[src/rtl/jstk_dir_filter.sv]
// Joystick direction filter: classifies X/Y samples with hysteresis and debounces across frames.
// Latency: a new direction commits on the edge that registers the STABLE_N-th agreeing sample.
// Backpressure: none; the block only advances on sample_valid and holds state otherwise.
//
// Ports:
//   CLK          system clock
//   RST          synchronous active-high reset (priority over sample_valid)
//   sample_valid one-cycle strobe, x_pos/y_pos carry a new frame
//   x_pos/y_pos  unsigned joystick position, POS_W bits
//   dir          committed direction (0 NONE, 1 UP, 2 DOWN, 3 RIGHT, 4 LEFT)
//   dir_pulse    one-cycle strobe on each commit (and on each repeat when enabled)
//   last_dir     last committed non-NONE direction
//   pending      high while a candidate differing from dir is being counted
//
// Optional feature: define JSTK_DIR_REPEAT_EN to emit a repeat pulse every
// REPEAT_N agreeing samples while a non-NONE direction is held.
module jstk_dir_filter #(
    parameter int POS_W    = 10,
    parameter int HI_TH    = 800,
    parameter int LO_TH    = 200,
    parameter int HYST     = 32,
    parameter int STABLE_N = 3,
    parameter int REPEAT_N = 5
) (
    input  logic             CLK,
    input  logic             RST,
    input  logic             sample_valid,
    input  logic [POS_W-1:0] x_pos,
    input  logic [POS_W-1:0] y_pos,
    output logic [2:0]       dir,
    output logic             dir_pulse,
    output logic [2:0]       last_dir,
    output logic             pending
);

    localparam int CNT_W = $clog2(STABLE_N + 1);

    localparam logic [POS_W-1:0] C_HI     = POS_W'(HI_TH);
    localparam logic [POS_W-1:0] C_LO     = POS_W'(LO_TH);
    localparam logic [POS_W-1:0] C_HI_RET = POS_W'(HI_TH - HYST);
    localparam logic [POS_W-1:0] C_LO_RET = POS_W'(LO_TH + HYST);
    localparam logic [CNT_W-1:0] C_STABLE = CNT_W'(STABLE_N);

    localparam logic [2:0] DIR_NONE  = 3'd0;
    localparam logic [2:0] DIR_UP    = 3'd1;
    localparam logic [2:0] DIR_DOWN  = 3'd2;
    localparam logic [2:0] DIR_RIGHT = 3'd3;
    localparam logic [2:0] DIR_LEFT  = 3'd4;

    typedef enum logic {
        ST_STABLE  = 1'b0,
        ST_PENDING = 1'b1
    } state_t;

    state_t           r_state, w_state_nxt;
    logic [2:0]       r_dir, w_dir_nxt;
    logic [2:0]       r_last_dir, w_last_nxt;
    logic [2:0]       r_cand, w_cand_nxt;
    logic [CNT_W-1:0] r_cnt, w_cnt_nxt;
    logic             r_pulse, w_pulse_nxt;
    logic [CNT_W-1:0] w_cnt_inc;
    logic             w_commit;
    logic             w_retain;
    logic [2:0]       w_raw;

`ifdef JSTK_DIR_REPEAT_EN
    localparam int REP_W = $clog2(REPEAT_N + 1);
    localparam logic [REP_W-1:0] C_REPEAT = REP_W'(REPEAT_N);
    logic [REP_W-1:0] r_rep, w_rep_nxt, w_rep_inc;
    assign w_rep_inc = r_rep + REP_W'(1);
`endif

    assign w_cnt_inc = r_cnt + CNT_W'(1);

    // Raw classification. The currently committed direction is retained with
    // the relaxed (hysteresis) threshold before the entry thresholds apply.
    always_comb begin
        w_retain = 1'b0;
        case (r_dir)
            DIR_UP:    w_retain = (y_pos > C_HI_RET);
            DIR_DOWN:  w_retain = (y_pos < C_LO_RET);
            DIR_RIGHT: w_retain = (x_pos > C_HI_RET);
            DIR_LEFT:  w_retain = (x_pos < C_LO_RET);
            default:   w_retain = 1'b0;
        endcase

        w_raw = DIR_NONE;
        if (w_retain)          w_raw = r_dir;
        else if (y_pos > C_HI) w_raw = DIR_UP;
        else if (y_pos < C_LO) w_raw = DIR_DOWN;
        else if (x_pos > C_HI) w_raw = DIR_RIGHT;
        else if (x_pos < C_LO) w_raw = DIR_LEFT;
    end

    // Debounce FSM: next-state and output logic.
    always_comb begin
        w_state_nxt = r_state;
        w_dir_nxt   = r_dir;
        w_last_nxt  = r_last_dir;
        w_cand_nxt  = r_cand;
        w_cnt_nxt   = r_cnt;
        w_pulse_nxt = 1'b0;
        w_commit    = 1'b0;
`ifdef JSTK_DIR_REPEAT_EN
        w_rep_nxt   = r_rep;
`endif

        if (sample_valid) begin
            case (r_state)
                ST_STABLE: begin
                    if (w_raw != r_dir) begin
                        w_cand_nxt = w_raw;
                        w_cnt_nxt  = CNT_W'(1);
`ifdef JSTK_DIR_REPEAT_EN
                        w_rep_nxt  = '0;
`endif
                        if (STABLE_N == 1) w_commit = 1'b1;
                        else               w_state_nxt = ST_PENDING;
                    end
`ifdef JSTK_DIR_REPEAT_EN
                    else if (r_dir == DIR_NONE) begin
                        w_rep_nxt = '0;
                    end else if (w_rep_inc == C_REPEAT) begin
                        w_rep_nxt   = '0;
                        w_pulse_nxt = 1'b1;
                    end else begin
                        w_rep_nxt = w_rep_inc;
                    end
`endif
                end
                ST_PENDING: begin
                    if (w_raw == r_dir) begin
                        // Candidate abandoned: the stick went back.
                        w_cnt_nxt   = '0;
                        w_state_nxt = ST_STABLE;
                    end else if (w_raw == r_cand) begin
                        if (w_cnt_inc == C_STABLE) w_commit  = 1'b1;
                        else                       w_cnt_nxt = w_cnt_inc;
                    end else begin
                        // A different candidate restarts the count.
                        w_cand_nxt = w_raw;
                        w_cnt_nxt  = CNT_W'(1);
                        if (STABLE_N == 1) w_commit = 1'b1;
                    end
                end
                default: w_state_nxt = ST_STABLE;
            endcase

            if (w_commit) begin
                w_dir_nxt   = w_cand_nxt;
                w_pulse_nxt = 1'b1;
                w_cnt_nxt   = '0;
                w_state_nxt = ST_STABLE;
                if (w_cand_nxt != DIR_NONE) w_last_nxt = w_cand_nxt;
`ifdef JSTK_DIR_REPEAT_EN
                w_rep_nxt   = '0;
`endif
            end
        end
    end

    always_ff @(posedge CLK) begin
        if (RST) begin
            r_state    <= ST_STABLE;
            r_dir      <= DIR_NONE;
            r_last_dir <= DIR_NONE;
            r_cand     <= DIR_NONE;
            r_cnt      <= '0;
            r_pulse    <= 1'b0;
`ifdef JSTK_DIR_REPEAT_EN
            r_rep      <= '0;
`endif
        end else begin
            r_state    <= w_state_nxt;
            r_dir      <= w_dir_nxt;
            r_last_dir <= w_last_nxt;
            r_cand     <= w_cand_nxt;
            r_cnt      <= w_cnt_nxt;
            r_pulse    <= w_pulse_nxt;
`ifdef JSTK_DIR_REPEAT_EN
            r_rep      <= w_rep_nxt;
`endif
        end
    end

    assign dir       = r_dir;
    assign dir_pulse = r_pulse;
    assign last_dir  = r_last_dir;
    assign pending   = (r_state == ST_PENDING);

endmodule

[config.mk]
export PLATFORM = sky130hd
export DESIGN_NAME = jstk_dir_filter
export DESIGN_NICKNAME = d
export VERILOG_FILES = /design/src/rtl/jstk_dir_filter.sv
export SDC_FILE = /design/constraint.sdc
export NUM_CORES = 1
export LEC_CHECK = 0
export ABC_AREA = 1
export ABC_CLOCK_PERIOD_IN_PS = 3200
export BUFFER_PORTS_ARGS = -buffer_cell sky130_fd_sc_hd__buf_4
export CAP_MARGIN = 20
export CELL_PAD_IN_SITES_DETAIL_PLACEMENT = 0
export CELL_PAD_IN_SITES_GLOBAL_PLACEMENT = 2
export CORE_ASPECT_RATIO = 2
export CORE_MARGIN = 8
export CORE_UTILIZATION = 29
export CTS_BUF_LIST = sky130_fd_sc_hd__clkbuf_8
export CTS_CLUSTER_SIZE = 12
export DETAILED_ROUTE_END_ITERATION = 12
export PLACE_DENSITY_LB_ADDON = 0.1
export SETUP_SLACK_MARGIN = 0.15
export SLEW_MARGIN = 20
export SYNTH_ARGS = -nofsm -noshare
export SYNTH_HDL_FRONTEND = slang
export SYNTH_SLANG_ARGS = --single-unit
[constraint.sdc]
create_clock -name CLK -period 3.2 [get_ports CLK]
set_input_delay 0 -clock CLK [delete_from_list [all_inputs] [get_ports CLK]]
set_output_delay 0 -clock CLK [all_outputs]
set_load 0.03 [all_outputs]
==> results_dict.tcl <==
set metrics [dict create \
    vias_per_cell 4.533 \
    cts_root_buf "clkbuf_8" \
    swShare 0.3332 \
    peakVddDrop_v 0.0002451 \
    fillers 464 \
    routed_wl_um 3314 \
    fp.dieW_um 61.32 \
    ys_ff_latch 13 \
    avgSynthCellArea_um2 5.839 \
    gp_congestion 0.8105 \
    drt_iter0_drc 27 \
    sequentialPowerShare 0.379 \
    first_pass_iters 4 \
    rrSetupSlack_ns 0.96 \
    p_leak_uw 0.0008012 \
    yosysSeqAreaShare 0.2185 \
    finClkSkew_ns 0.001342 \
    clock_sinks 13 \
    r2r-end "last_dir[1]$_SDFFE_PP0P_" \
    fp.dieArea_um2 6538 \
    slew_violations 0 \
    diodes 0 \
    cts_resized 0 \
    coreArea_um2 4005 \
    worstSetupEndpointType "register" \
    drc 0 \
    rsz0062_at_grt "no" \
    portBuffers 30 \
    hp-class "in2reg" \
    arrival_ns 2.38 \
    holdPathStages 4 \
    outcome "finished clean" \
    yosysWarnings 0 \
    seqCellArea_um2 260.3 \
    avgRoutedWirePerCell_um 11.39 \
    critPathKind "reg2reg" \
    p_int_uw 311.3 \
    final_core_util 0.3836 \
    antenna_found_initial 0 \
    syn_nets 228 \
    crit_path_start_kind "register" \
    num_io_pins 31 \
    whs_ns 0.1786 \
    final_hold_viol_count 0 \
    htreeDepth 1 \
    powerDensity_nw_per_um2 303.9 \
    cp.required_ns 3.34 \
    syn_inst 204 \
    dr_total_vias 1319 \
    layout-drive-gt1-share 0.2301 \
    multi_input_area_um2 810.8 \
    combPwrFrac 0.306 \
    r2r-start "dir[0]$_SDFFE_PP0P_" \
    yosysUniqueCellTypes 24 \
    cp_max_fo 7 \
    cts_tree "built" \
    cts_max_path_buffers 2 \
    postCtsSetupRepairBufs 0 \
    grt_pass1_wl_um 5754 \
    grtUsageTotal 0.1115 \
    r2r.worst_path.cells 15 \
    worstHoldEndpoint "r_cnt[1]$_SDFFE_PP0P_" \
    max_cap_violations 0 \
    max_freq_mhz 446.3 \
    grt_overflow 0 \
    cts_hold_buf 1 \
    relSlewSlack 0.7590 \
    worstHoldStart "sample_valid" \
    final_antenna_net_count 0 \
    clock_latency_ns 0.25 \
    finalSetupViolCount 0 \
    grt_max_degree 9 \
    fin_crit_ns 2.241 \
    die_h_um 106.6 \
    switchingPower_uw 155.6 \
    finalCritPeriodShare 0.7002 \
    tns_ns 0 \
    grt_pass1_vias 1346 \
    fp-row-count 33 \
    syn_to_final_growth_pct 28.99 \
    cts_made_buffers 3 \
    final_nets 264 \
    hpwl_um 2787 \
    worst_slew_pin_slew_ns 0.3577 \
    start_util 0.2974 \
    netlist_area_um2 1191 \
    clkTransAtPathRegs_ns 0.06 \
    clockPowerShare 0.315 \
]
## through the flow
| step | instances | setup WS, ns | instance area, um2 | total power (uW) |
|---|---|---|---|---|
| after global placement | 286 | 0.9135 | 1481 | 324.9 |
| after floorplan | 204 | 1.051 | 1191 | 273.4 |
| after detailed placement | 286 | 0.9842 | 1481 | 322.6 |
| after global routing | 291 | 0.6548 | 1536 | 497.3 |
| final | 291 | 0.9593 | 1536 | 466.9 |
| after CTS | 291 | 0.9702 | 1536 | 474.1 |
## worst max path at each step
stage                        start                  endpoint  slack [ns]  cells past startpoint
2_1_floorplan  dir[2]$_SDFFE_PP0P_       dir[0]$_SDFFE_PP0P_        1.05                     15
6_report       dir[0]$_SDFFE_PP0P_  last_dir[1]$_SDFFE_PP0P_        0.96                     15
3_5_place_dp   dir[0]$_SDFFE_PP0P_  last_dir[1]$_SDFFE_PP0P_        0.98                     15
5_1_grt        dir[0]$_SDFFE_PP0P_       dir[2]$_SDFFE_PP0P_        0.65                     15
4_1_cts        dir[0]$_SDFFE_PP0P_       dir[2]$_SDFFE_PP0P_        0.97                     15
3_3_place_gp   dir[0]$_SDFFE_PP0P_       dir[2]$_SDFFE_PP0P_        0.91                     15
## flip-flops by register name, indices dropped and copies added (netlist names)
register and count:
dir 3, dir_pulse 1, last_dir 3, pending 1
r_cand 3, r_cnt 2
## worst max-delay path: stages, from the launching register on
cell and delay (ns):
dfxtp_1 0.46, inv_2 0.12, nor2_1 0.11, nand3b_1 0.11, nor2_1 0.15, nor2_1 0.05
nand2_1 0.12, nand2_1 0.10, nand2_2 0.10, nand2_1 0.05, nand2_1 0.10, nand3_4 0.11
nor3_4 0.26, nand2_1 0.14, nand2_1 0.09, a21oi_2 0.05
## cell usage in the layout (no fill, tap or decap), drive strengths merged
cell         synthesis  routed
dfxtp               13      13
nand3b               3       3
buf                  0      30
a211oi               3       3
a21oi                8       8
nor3                 1       1
nand2b               1       1
dlygate4sd3          0       1
o21bai               1       1
o211ai               1       1
ha                   1       1
nand4                3       3
nand3               25      25
nand2               65      65
o21ai                9       9
inv                 32      33
clkbuf               0       3
nor2                38      38
## power groups by stage
| stage | logic, uW | registers (uW) | clock network (uW) |
|---|---|---|---|
| finish | 143 | 177 | 147 |
| global route | 161 | 178 | 158 |
| CTS | 144 | 177 | 153 |
| detailed placement | 142 | 180 | 0 |
| global placement | 144 | 181 | 0 |
| floorplan | 92.5 | 181 | 0 |
## cell usage after synthesis (all sizes together)
library cell	instances	area (um2)
a211oi	3	22.52
a21oi	8	47.55
dfxtp	13	260.3
ha	1	12.51
inv	32	120.1
nand2	65	276.5
nand2b	1	13.76
nand3	25	167.7
nand3b	3	22.52
nand4	3	18.77
nor2	38	152.6
nor3	1	16.27
o211ai	1	7.510
o21ai	9	45.04
o21bai	1	7.510
## layout make-up
class,instances,area share
repair buffers,31,0.1531
flip-flops and latches,13,0.1694
multi-input cells,159,0.5277
inverters,32,0.07818
clock inverters,1,0.002443
clock buffers,3,0.02687
well taps,52,0.04235
## routing by layer
metal  track usage  up-vias  part of all wire
met5             0        -                 0
met4       0.03025        0             0.011
met3       0.02158        5             0.030
met2        0.1988       22              0.53
met1        0.1254      576              0.42
li1              -      716                 -
## logic make-up (layout without fill, tap and decap cells)
logic type,count (synthesis),count (layout),share of synthesized area
compound gates,22,22,0.1092
fa+ha+maj,1,1,0.01050
buf+inv,32,67,0.1008
flops,13,13,0.2185
simple gates,136,136,0.5609
No activity file was read; power rests on OpenSTA's default activity.
